--- config.mk ---
export PLATFORM = sky130hd
export DESIGN_NAME = fir_ram_sweep_ctrl
export DESIGN_NICKNAME = d
export VERILOG_FILES = /design/src/rtl/fir_ram_sweep_ctrl.sv
export SDC_FILE = /design/constraint.sdc
export NUM_CORES = 1
export LEC_CHECK = 0
export BUFFER_PORTS_ARGS = -buffer_cell sky130_fd_sc_hd__buf_2
export CAP_MARGIN = 20
export CORE_MARGIN = 2
export CORE_UTILIZATION = 48
export CTS_CLUSTER_SIZE = 10
export DETAILED_ROUTE_END_ITERATION = 6
export PLACE_DENSITY_LB_ADDON = 0.2
export SLEW_MARGIN = 20
export SYNTH_ARGS = -nofsm -noshare
export SYNTH_HDL_FRONTEND = slang
export SYNTH_SLANG_ARGS = --single-unit
--- constraint.sdc ---
create_clock -name iClk12M -period 1.69 [get_ports iClk12M]
set_input_delay 0.0845 -clock iClk12M [delete_from_list [all_inputs] [get_ports iClk12M]]
set_output_delay 0.0845 -clock iClk12M [all_outputs]
set_load 0.03 [all_outputs]
--- src/rtl/fir_ram_sweep_ctrl.sv ---
// -----------------------------------------------------------------------------
// fir_ram_sweep_ctrl
//
// Control generator for the 4-bank SpSram FIR core. Each sample tick starts
// one coefficient read sweep over taps 0..NUM_TAPS-1 on all banks at once.
// The sweep drives the MAC pipeline strobes and finishes with an output-valid
// pulse. In coefficient update mode, host writes are routed to a single bank
// instead. Both paths share the same bank ports.
//
// Ports
//   iClk12M          12 MHz clock, single clock domain
//   iRst             synchronous active-high reset
//   iEnSample600k    1-cycle sample tick
//   iCoeffUpdateFlag level, 1 = coefficient update mode
//   iWrValid         host write request
//   iWrAddr          {bank, tap} write address
//   iWrData          host write data
//   oWrReady         write accepted when iWrValid & oWrReady (state == UPDATE)
//   oCsnRam          per-bank chip select, active-low
//   oWrnRam          0 = write, 1 = read
//   oAddrRam         tap address to all banks
//   oWtDtRam         write data to all banks
//   oEnDelay         pulse: shift input delay line
//   oAccClr          pulse: clear accumulator
//   oEnMul           multiplier enable
//   oEnAddAcc        accumulate enable
//   oOutValid        pulse: filter output valid
//   oTickMiss        pulse: sample tick dropped
//   oWrErr           pulse: write to tap >= NUM_TAPS dropped
//
// Every output except oWrReady is registered.
// -----------------------------------------------------------------------------
module fir_ram_sweep_ctrl #(
    parameter int unsigned NUM_TAPS = 10,
    parameter int unsigned ADDR_W   = 4,
    parameter int unsigned NUM_BANK = 4,
    parameter int unsigned DATA_W   = 16
) (
    input  logic                iClk12M,
    input  logic                iRst,
    input  logic                iEnSample600k,
    input  logic                iCoeffUpdateFlag,
    input  logic                iWrValid,
    input  logic [ADDR_W+1:0]   iWrAddr,
    input  logic [DATA_W-1:0]   iWrData,
    output logic                oWrReady,
    output logic [NUM_BANK-1:0] oCsnRam,
    output logic                oWrnRam,
    output logic [ADDR_W-1:0]   oAddrRam,
    output logic [DATA_W-1:0]   oWtDtRam,
    output logic                oEnDelay,
    output logic                oAccClr,
    output logic                oEnMul,
    output logic                oEnAddAcc,
    output logic                oOutValid,
    output logic                oTickMiss,
    output logic                oWrErr
);

    typedef enum logic [2:0] {
        IDLE,
        UPDATE,
        READ,
        DRAIN,
        OUT
    } state_t;

    localparam logic [ADDR_W-1:0] LAST_TAP = ADDR_W'(NUM_TAPS - 1);

    state_t              state;
    state_t              stateNext;
    logic [ADDR_W-1:0]   tapCnt;
    logic [ADDR_W-1:0]   tapCntNext;

    logic [NUM_BANK-1:0] csnNext;
    logic                wrnNext;
    logic [ADDR_W-1:0]   addrNext;
    logic [DATA_W-1:0]   dataNext;
    logic                enDelayNext;
    logic                accClrNext;
    logic                enMulNext;
    logic                enAddAccNext;
    logic                outValidNext;
    logic                tickMissNext;
    logic                wrErrNext;

    logic                wrAccept;
    logic [1:0]          wrBank;
    logic [ADDR_W-1:0]   wrTap;
    logic                wrTapOk;
    logic                readIssued;

    assign oWrReady   = (state == UPDATE);
    assign wrAccept   = iWrValid && oWrReady;
    assign wrBank     = iWrAddr[ADDR_W+1:ADDR_W];
    assign wrTap      = iWrAddr[ADDR_W-1:0];
    assign wrTapOk    = (32'(wrTap) < NUM_TAPS);
    // A read is on the bank ports this cycle: every bank selected, read mode.
    // A host write only ever selects one bank, so it never matches.
    assign readIssued = (oCsnRam == '0) && oWrnRam;

    always_ff @(posedge iClk12M) begin
        if (iRst) begin
            state     <= IDLE;
            tapCnt    <= '0;
            oCsnRam   <= '1;
            oWrnRam   <= 1'b1;
            oAddrRam  <= '0;
            oWtDtRam  <= '0;
            oEnDelay  <= 1'b0;
            oAccClr   <= 1'b0;
            oEnMul    <= 1'b0;
            oEnAddAcc <= 1'b0;
            oOutValid <= 1'b0;
            oTickMiss <= 1'b0;
            oWrErr    <= 1'b0;
        end else begin
            state     <= stateNext;
            tapCnt    <= tapCntNext;
            oCsnRam   <= csnNext;
            oWrnRam   <= wrnNext;
            oAddrRam  <= addrNext;
            oWtDtRam  <= dataNext;
            oEnDelay  <= enDelayNext;
            oAccClr   <= accClrNext;
            oEnMul    <= enMulNext;
            oEnAddAcc <= enAddAccNext;
            oOutValid <= outValidNext;
            oTickMiss <= tickMissNext;
            oWrErr    <= wrErrNext;
        end
    end

    always_comb begin
        stateNext    = state;
        tapCntNext   = tapCnt;
        csnNext      = '1;
        wrnNext      = 1'b1;
        addrNext     = oAddrRam;
        dataNext     = oWtDtRam;
        enDelayNext  = 1'b0;
        // MAC strobes trail the RAM read by the read latency and then
        // by the multiply latency.
        accClrNext   = oEnDelay;
        enMulNext    = readIssued;
        enAddAccNext = oEnMul;
        outValidNext = 1'b0;
        tickMissNext = 1'b0;
        wrErrNext    = 1'b0;

        unique case (state)
            IDLE: begin
                if (iCoeffUpdateFlag) begin
                    stateNext    = UPDATE;
                    tickMissNext = iEnSample600k;
                end else if (iEnSample600k) begin
                    stateNext   = READ;
                    tapCntNext  = '0;
                    csnNext     = '0;
                    addrNext    = '0;
                    enDelayNext = 1'b1;
                end
            end

            UPDATE: begin
                tickMissNext = iEnSample600k;
                if (!iCoeffUpdateFlag) begin
                    stateNext = IDLE;
                end
                // oWrReady is still high on the last UPDATE cycle, so a
                // write accepted there is issued as usual.
                if (wrAccept) begin
                    if (wrTapOk) begin
                        for (int unsigned b = 0; b < NUM_BANK; b++) begin
                            if (32'(wrBank) == b) begin
                                csnNext[b] = 1'b0;
                            end
                        end
                        wrnNext  = 1'b0;
                        addrNext = wrTap;
                        dataNext = iWrData;
                    end else begin
                        wrErrNext = 1'b1;
                    end
                end
            end

            READ: begin
                tickMissNext = iEnSample600k;
                // tapCnt holds the address on the ports now. It stops at the
                // last tap and does not wrap.
                if (tapCnt == LAST_TAP) begin
                    stateNext = DRAIN;
                end else begin
                    tapCntNext = tapCnt + ADDR_W'(1);
                    csnNext    = '0;
                    addrNext   = tapCnt + ADDR_W'(1);
                end
            end

            DRAIN: begin
                tickMissNext = iEnSample600k;
                // Multiplier idle while the last accumulate is in progress.
                // At the next edge the final product is in the accumulator.
                if (!oEnMul && oEnAddAcc) begin
                    stateNext    = OUT;
                    outValidNext = 1'b1;
                end
            end

            OUT: begin
                tickMissNext = iEnSample600k;
                stateNext    = IDLE;
            end

            default: begin
                stateNext = IDLE;
            end
        endcase
    end

endmodule

==> results of run 1 <==
## kinds of logic after synthesis
kind of cell | count (synthesis) | share of synthesized area
compound gates | 28 | 0.112
buf+inv | 14 | 0.0547
mux | 16 | 0.0973
xor+xnor | 2 | 0.0106
fa+ha+maj | 2 | 0.0152
simple gates | 67 | 0.236
flops | 39 | 0.474
## synthesized netlist by cell type (2+ instances only)
master / instances
nand3_2: 2
mux2i_1: 16
nand3_4: 2
nor2b_1: 5
nand3_1: 6
buf_12: 2
a21oi_1: 7
nor3_1: 3
dfxtp_1: 39
ha_1: 2
o32ai_1: 3
o21ai_1: 4
buf_2: 2
or2_0: 2
inv_1: 6
o21ai_0: 5
nor2_1: 24
clkbuf_1: 3
and3_1: 2
nand2_1: 10
## metrics by stage
| step | utilization | setup slack, ps | std cells | hold slack, ps | area [µm²] |
|---|---|---|---|---|---|
| finish | 0.667 | 130 | 297 | 23.7 | 2210 |
| global route | 0.667 | 34.1 | 297 | 35.8 | 2210 |
| floorplan | - | 298 | 168 | 214 | 1650 |
| detailed placement | 0.597 | 140 | 271 | 324 | 1980 |
| CTS | 0.667 | 129 | 297 | 14.0 | 2210 |
| global placement | 0.597 | 229 | 271 | 314 | 1980 |
## power groups by stage
stage                     registers, mW  logic [mW]  clock network (mW)
after floorplan                    1.07       0.179                   0
after global placement             1.00       0.347                   0
after detailed placement           1.01       0.356                   0
after CTS                         0.987       0.390               0.471
after global routing              0.993       0.423               0.507
final                             0.987       0.391               0.455
## registers in the layout, indices dropped and copies added (netlist names)
name and count:
oWrnRam 1, oEnDelay 1, oTickMiss 1, oAccClr 1, oWtDtRam 16, oEnMul 1
oAddrRam 4, oOutValid 1, oWrErr 1, oEnAddAcc 1, state 3, tapCnt 4
oCsnRam 4
## layer usage
| metal | vias up | part of all wire | GRT usage |
|---|---|---|---|
| met5 | - | 0 | 0 |
| met4 | 0 | 0.0081 | 0.0611 |
| met3 | 4 | 0.062 | 0.0685 |
| met2 | 52 | 0.51 | 0.367 |
| met1 | 702 | 0.41 | 0.209 |
| li1 | 750 | - | - |
## path summary, 6_finish.rpt
path / end / slack, ps / depth (start not counted)
setup / recovery: oAddrRam[1] / 130 / 6
hold / removal: oAddrRam[0] / 20 / 3
setup reg to reg: oAddrRam[1] / 130 / 6
hold reg to reg: oEnMul / 420 / 1
## critical path: stages (launching register included)
cell and delay [ps]:
dfxtp_1 400, inv_1 60, ha_1 180, nand3b_1 170, nand2_1 130, a311o_1 410, o32ai_1 130
## layout make-up
type                       count  area (µm²)  share of cell area
clock buffer                   6        41.3              0.0187
clock inverter                 2        12.5             0.00566
inverter                       7        28.8              0.0130
multi-input combinational    115         776               0.351
sequential                    39         781               0.353
tap                           46        57.6              0.0260
timing repair buffer          82         513               0.232
==> flow_summary.ini, run 1 <==
[finish]
final_common_cell = buf_2
fin_nets = 279
syn_to_final_growth_pct = 34.2
drive_above_1_share = 0.315
layout_common_cells = buf_2 (59), dfxtp_1 (39), nor2_1 (24)
nFillCells = 295
diodes = 0

[flow_run]
drv_cap = 0

[routing]
dr.first_iter.drc_count = 65
drc = 0
wl_per_cell_um = 12.4
postRouteAntennaNets = 0
dr.pass1.iters = 4
vias_per_cell = 5.08
dr_total_vias = 1508
wl_um = 3690

[sta]
rsz0062_at_grt = no
finalSetupViolCount = 0
period_needed_ps = 1560
fin_setup_tns_ps = 0
slew_viol_final = 0
hold_viol_final = 0
fmax_mhz = 641
worstMarginPinSlew_ps = 414
slew_headroom = 0.724
finalCritPeriodShare = 0.923
clock_skew_ps = 11.0

[logic_synthesis]
yosysTopAreaCell = dfxtp_1
synth_top_area_share = 0.474
ys.flop_type = dfxtp_1
ys_top_cells_by_area = dfxtp_1 (47%), mux2i_1 (9.7%), nor2_1 (5.5%)
synth_edf_count = 0
ys_seq_area_frac = 0.474
syn_area_per_cell_um2 = 9.80
ys.warnings.count = 0
synth_fp_nets = 197
syn_inst = 168
ys_types = 43
synth.ff_latch_count = 39
async_reset_ff_frac = 0
synth_area_um2 = 1650

[clock_tree]
post_cts_buffers = 0
post_cts_resized = 0
clock_sinks = 39
cts_tree = built
cts_buffer_depth = 2
worstSkewPairLatency_ps = 340
ctsHoldBuffers = 18
cts_inserted_buffers = 5
cts.clk_slew.worst_paths_ps = 120
htree_levels = 2
clockRootBuffer = clkbuf_4

[worst_setup_path]
r2r_start = tapCnt[1]
cp_max_fo = 4
cp-end-kind = flop
cp.required_ps = 1940
cp-startpoint = tapCnt[1]
cp_data_arrival_time_ps = 1810
worstSetupPathType = flop to flop
crit_path_start_kind = flop

[placement]
io_buffers = 59
gp_congestion = 0.841
place_hpwl_um = 2670

[global_route]
antenna_found_initial = 0
track_usage = 0.198
gr-total-overflow = 0
grt_pass1_vias = 1447
grt_max_degree = 22
grt_first_pass_wirelength_um = 6130

[floorplanning]
start_util = 0.497
ioPinCount = 60
row_count = 21
die_h_um = 62.6
dieArea_um2 = 3920
die_x_um = 62.6
core_area_um2 = 3310

[min_path]
hold_path_class = input port to flop
min-delay-start = iWrAddr[0]

[power]
combPwrFrac = 0.213
switchingPower_uw = 550
clkPwrFrac = 0.248
p_int_mw = 1.28
p_leak_nw = 1.10
pwr_density_cell_nw_per_um2 = 829
power_frac_seq = 0.538
netSwitchingFraction = 0.300
ir_worst_vdd_mv = 0.549
total_power_mw = 1.83

[run_status]
outcome = completed
Note: power is estimated with default switching activity, not from simulation.
==> inputs of run 2 (changes only) <==
--- a/config.mk
+++ b/config.mk
@@ -7,8 +7,10 @@
 export LEC_CHECK = 0
 export BUFFER_PORTS_ARGS = -buffer_cell sky130_fd_sc_hd__buf_2
 export CAP_MARGIN = 20
+export CELL_PAD_IN_SITES_DETAIL_PLACEMENT = 1
+export CELL_PAD_IN_SITES_GLOBAL_PLACEMENT = 2
 export CORE_MARGIN = 2
-export CORE_UTILIZATION = 48
+export CORE_UTILIZATION = 28
 export CTS_CLUSTER_SIZE = 10
 export DETAILED_ROUTE_END_ITERATION = 6
 export PLACE_DENSITY_LB_ADDON = 0.2
==> run 2 against run 1 <==
Global-route usage is 6.0 points lower. Power grew 9.0%. Critical path type unchanged. Largest power group unchanged. Sequential cell count unchanged. Cell count rose by 3.7%.
==> flow_summary.ini, run 2 (same netlist as run 1, synthesis figures left out) <==
[run_status]
outcome = completed

[worst_setup_path]
worstSetupPathType = flop to flop
crit_path_start_kind = flop
cp_data_arrival_time_ps = 1780
cp_slowest_cell = a311o_1
cp.required_ps = 1900
cp_max_fo = 6
cp-end-kind = flop
crit_chain = nor2_1 > nand3_2 > a311o_1 > o32ai_1
cp_slowest_stage_delay_ps = 410

[global_route]
antenna_found_initial = 0
grt_pass1_vias = 1356
track_usage = 0.138
grt_first_pass_wirelength_um = 6810
grt_max_degree = 30
gr-total-overflow = 0

[routing]
postRouteAntennaNets = 0
dr.first_iter.drc_count = 31
wl_um = 4280
dr.pass1.iters = 4
wl_per_cell_um = 13.9
dr_total_vias = 1432
drc = 0
vias_per_cell = 4.65

[floorplanning]
die_h_um = 80.7
core_area_um2 = 5610
start_util = 0.294
die_x_um = 80.7
dieArea_um2 = 6510
row_count = 27
ioPinCount = 60

[finish]
largest-register = oWtDtRam
final_common_cell = buf_2
layout_common_cells = buf_2 (59), dfxtp_1 (39), nor2_1 (24)
fin_area_um2 = 2140
syn_to_final_growth_pct = 30.2
largest_reg_flops = 16
nFillCells = 708
fin_nets = 264
drive_above_1_share = 0.352
diodes = 0

[placement]
placed_area_um2 = 2020
place_ws_ps = 49.5
gp_congestion = 0.808
place_hpwl_um = 3140
io_buffers = 59

[sta]
slew_viol_final = 0
slew_headroom = 0.786
setup_ws_ps = 116
period_needed_ps = 1570
fmax_mhz = 635
rsz0062_at_grt = no
fin_setup_tns_ps = 0
clock_skew_ps = 6.02
hold-worst-slack_ps = 15.8
worstMarginPinSlew_ps = 320
hold_viol_final = 0
finalCritPeriodShare = 0.932
finalSetupViolCount = 0

[clock_tree]
clock_sinks = 39
cts_tree = built
clockRootBuffer = clkbuf_8
htree_levels = 2
cts_inserted_buffers = 5
cts_buffer_depth = 2
post_cts_resized = 0
worstSkewPairLatency_ps = 290
cts.clk_slew.worst_paths_ps = 80

[min_path]
hold_path_class = input port to flop

[power]
p_leak_nw = 1.06
total_power_mw = 2.00
pwr_density_cell_nw_per_um2 = 932
ir_worst_vdd_mv = 0.304

[flow_run]
drv_cap = 0
[run 2: changes by cell type in the layout (fill, tap and decap cells not counted), sizes merged]
cell         delta
dlygate4sd3    -18
buf             +3
clkbuf          -1
clkinvlp        +1
[run 2: worst max-delay path, delay by kind of cell (launching register included)]
kind            cells  cell delay (ps)
simple gates        2              550
compound gates      2              530
flops               1              400
[run 2: power by group]
group	switching, mW	internal, mW	total, mW
combinational	0.225	0.141	0.367
sequential	0.0304	0.961	0.991
clock	0.353	0.287	0.640
total	0.609	1.39	2.00
[run 2: what timing repair did]
item                                    4_1_cts  5_1_grt
hold buffers                                  0        0
buffers inserted                              0        2
endpoints found under the setup margin        0       15
[run 2: final cells by class]
| cell class | count | area [µm²] | area share |
|---|---|---|---|
| Multi-Input combinational cell | 115 | 776 | 0.362 |
| Timing Repair Buffer | 67 | 380 | 0.177 |
| Clock buffer | 5 | 68.8 | 0.0321 |
| Clock inverter | 3 | 20.0 | 0.00933 |
| Tap cell | 72 | 90.1 | 0.0420 |
| Sequential cell | 39 | 781 | 0.364 |
| Inverter | 7 | 28.8 | 0.0134 |
[run 2: metrics by stage]
step           std cells  utilization
6_report             308        0.382
5_1_grt              308        0.382
4_1_cts              306        0.375
3_5_place_dp         298        0.359
3_3_place_gp         298        0.359
2_1_floorplan        168            -
[run 2: worst paths after layout]
path                   start     endpoint  slack (ps)  cells after the start
setup / recovery    state[1]  oAddrRam[2]         120                      4
hold reg to reg   oCsnRam[1]       oEnMul         410                      1
setup reg to reg    state[1]  oAddrRam[2]         120                      4
hold / removal    iWrData[8]  oWtDtRam[8]          20                      3
[run 2: routing by layer]
metal  track usage  routed length [µm]
met5             0                   0
met4        0.0407                  44
met3        0.0494                 269
met2         0.198                1900
met1         0.192                2070
==> inputs of run 3 (changes only) <==
--- a/config.mk
+++ b/config.mk
@@ -9,7 +9,6 @@
 export CAP_MARGIN = 20
 export CELL_PAD_IN_SITES_DETAIL_PLACEMENT = 1
 export CELL_PAD_IN_SITES_GLOBAL_PLACEMENT = 2
-export CORE_MARGIN = 2
 export CORE_UTILIZATION = 28
 export CTS_CLUSTER_SIZE = 10
 export DETAILED_ROUTE_END_ITERATION = 6
==> constraint.sdc (replaced) <==
create_clock -name iClk12M -period 1.69 [get_ports iClk12M]
set_input_delay 0.507 -clock iClk12M [delete_from_list [all_inputs] [get_ports iClk12M]]
set_output_delay 0.507 -clock iClk12M [all_outputs]
set_load 0.03 [all_outputs]
==> run 3 against run 2 <==
Routed wire length is 5.5% lower. Critical path depth stayed put. Sequential share of layout area is 0.36 points lower. Worst setup slack worse by 51 ps. Cell count is 1.9% higher. Die area is 4.9% lower. Cell area is 1.8% higher. Fmax is 3.2% lower.
==> flow_summary.ini, run 3 (same netlist as run 1, synthesis figures left out) <==
[sta]
hold_viol_final = 0
clock_skew_ps = 5.54
rsz0062_at_grt = no
finalSetupViolCount = 0
fin_setup_tns_ps = 0
period_needed_ps = 1630
slew_viol_final = 0
fmax_mhz = 615
worstMarginPinSlew_ps = 334
slew_headroom = 0.776
finalCritPeriodShare = 0.962

[finish]
nFillCells = 697
diodes = 0
drive_above_1_share = 0.380
largest-register = oWtDtRam
final_common_cell = buf_2
largest_reg_flops = 16
fin_nets = 271
layout_common_cells = buf_2 (58), dfxtp_1 (36), nor2_1 (24)
syn_to_final_growth_pct = 32.6

[worst_setup_path]
cp_max_fo = 6
cp.required_ps = 1180
worstSetupPathType = flop to output pin
cp-end-kind = output pin
crit_path_start_kind = flop
r2r_start = tapCnt[1]
cp-startpoint = state[0]
cp_data_arrival_time_ps = 1120

[power]
p_int_mw = 1.43
total_power_mw = 2.00
power_frac_seq = 0.493
pwr_density_cell_nw_per_um2 = 918
p_leak_nw = 1.09
netSwitchingFraction = 0.284
clkPwrFrac = 0.317
ir_worst_vdd_mv = 0.375
switchingPower_uw = 570
combPwrFrac = 0.191

[floorplanning]
core_area_um2 = 5570
row_count = 27
ioPinCount = 60
die_h_um = 78.7
start_util = 0.295
die_x_um = 78.7
dieArea_um2 = 6190

[routing]
dr_total_vias = 1442
wl_per_cell_um = 12.9
vias_per_cell = 4.59
dr.first_iter.drc_count = 48
wl_um = 4040
dr.pass1.iters = 4
postRouteAntennaNets = 0
drc = 0

[clock_tree]
clockRootBuffer = clkbuf_8
worstSkewPairLatency_ps = 290
cts_inserted_buffers = 5
htree_levels = 2
ctsHoldBuffers = 0
cts_tree = built
cts.clk_slew.worst_paths_ps = 70
post_cts_resized = 4
post_cts_buffers = 0
cts_buffer_depth = 2
clock_sinks = 39

[global_route]
gr-total-overflow = 0
antenna_found_initial = 0
grt_first_pass_wirelength_um = 6930
track_usage = 0.144
grt_max_degree = 20
grt_pass1_vias = 1473

[min_path]
min-delay-start = oCsnRam[1]
hold_path_class = flop to flop

[run_status]
outcome = completed

[flow_run]
drv_cap = 0

[placement]
place_hpwl_um = 3170
gp_congestion = 0.781
io_buffers = 59
[run 3: path summary, 6_finish.rpt]
check / end / slack (ps) / depth (start not counted)
max: oWrReady / 60 / 4
min reg2reg: oEnMul / 430 / 1
min: oEnMul / 430 / 1
max reg2reg: tapCnt[2] / 210 / 6
[run 3: per-layer routing]
layer	up-vias	track usage	part of all wire
met5	-	0	0
met4	0	0.0444	0.012
met3	5	0.0419	0.053
met2	36	0.234	0.45
met1	668	0.183	0.48
li1	733	-	-
[run 3: power by group through the flow]
stage | Sequential (mW) | Clock, mW | Combinational, mW
6_report | 0.987 | 0.635 | 0.382
5_1_grt | 0.993 | 0.711 | 0.420
4_1_cts | 0.988 | 0.670 | 0.386
3_5_place_dp | 1.01 | 0 | 0.383
3_3_place_gp | 1.01 | 0 | 0.383
2_1_floorplan | 1.07 | 0 | 0.179
[run 3: critical path: stages, from the launching register on]
cell	delay, ps
dfxtp_4	370
nor2b_4	170
nand2b_4	80
inv_4	80
buf_6	130
[run 3: area by class of cell]
cell class | count | area [µm²] | share of cell area
clock buffer | 6 | 82.6 | 0.0378
tap | 72 | 90.1 | 0.0413
clock inverter | 1 | 5.00 | 0.00229
inverter | 7 | 28.8 | 0.0132
timing repair buffer | 74 | 414 | 0.190
multi-input combinational | 115 | 776 | 0.355
sequential | 39 | 787 | 0.360
[run 3: per-stage QoR]
stage / hold slack (ps) / utilization / cells / instance area, µm² / setup WS (ps)
floorplan: 478 / - / 168 / 1650 / 149
global placement: 399 / 0.374 / 307 / 2080 / 94.5
detailed placement: 424 / 0.374 / 307 / 2080 / 67.6
CTS: 435 / 0.391 / 314 / 2180 / 7.33
global route: 443 / 0.392 / 314 / 2180 / 5.71
finish: 427 / 0.392 / 314 / 2180 / 64.2
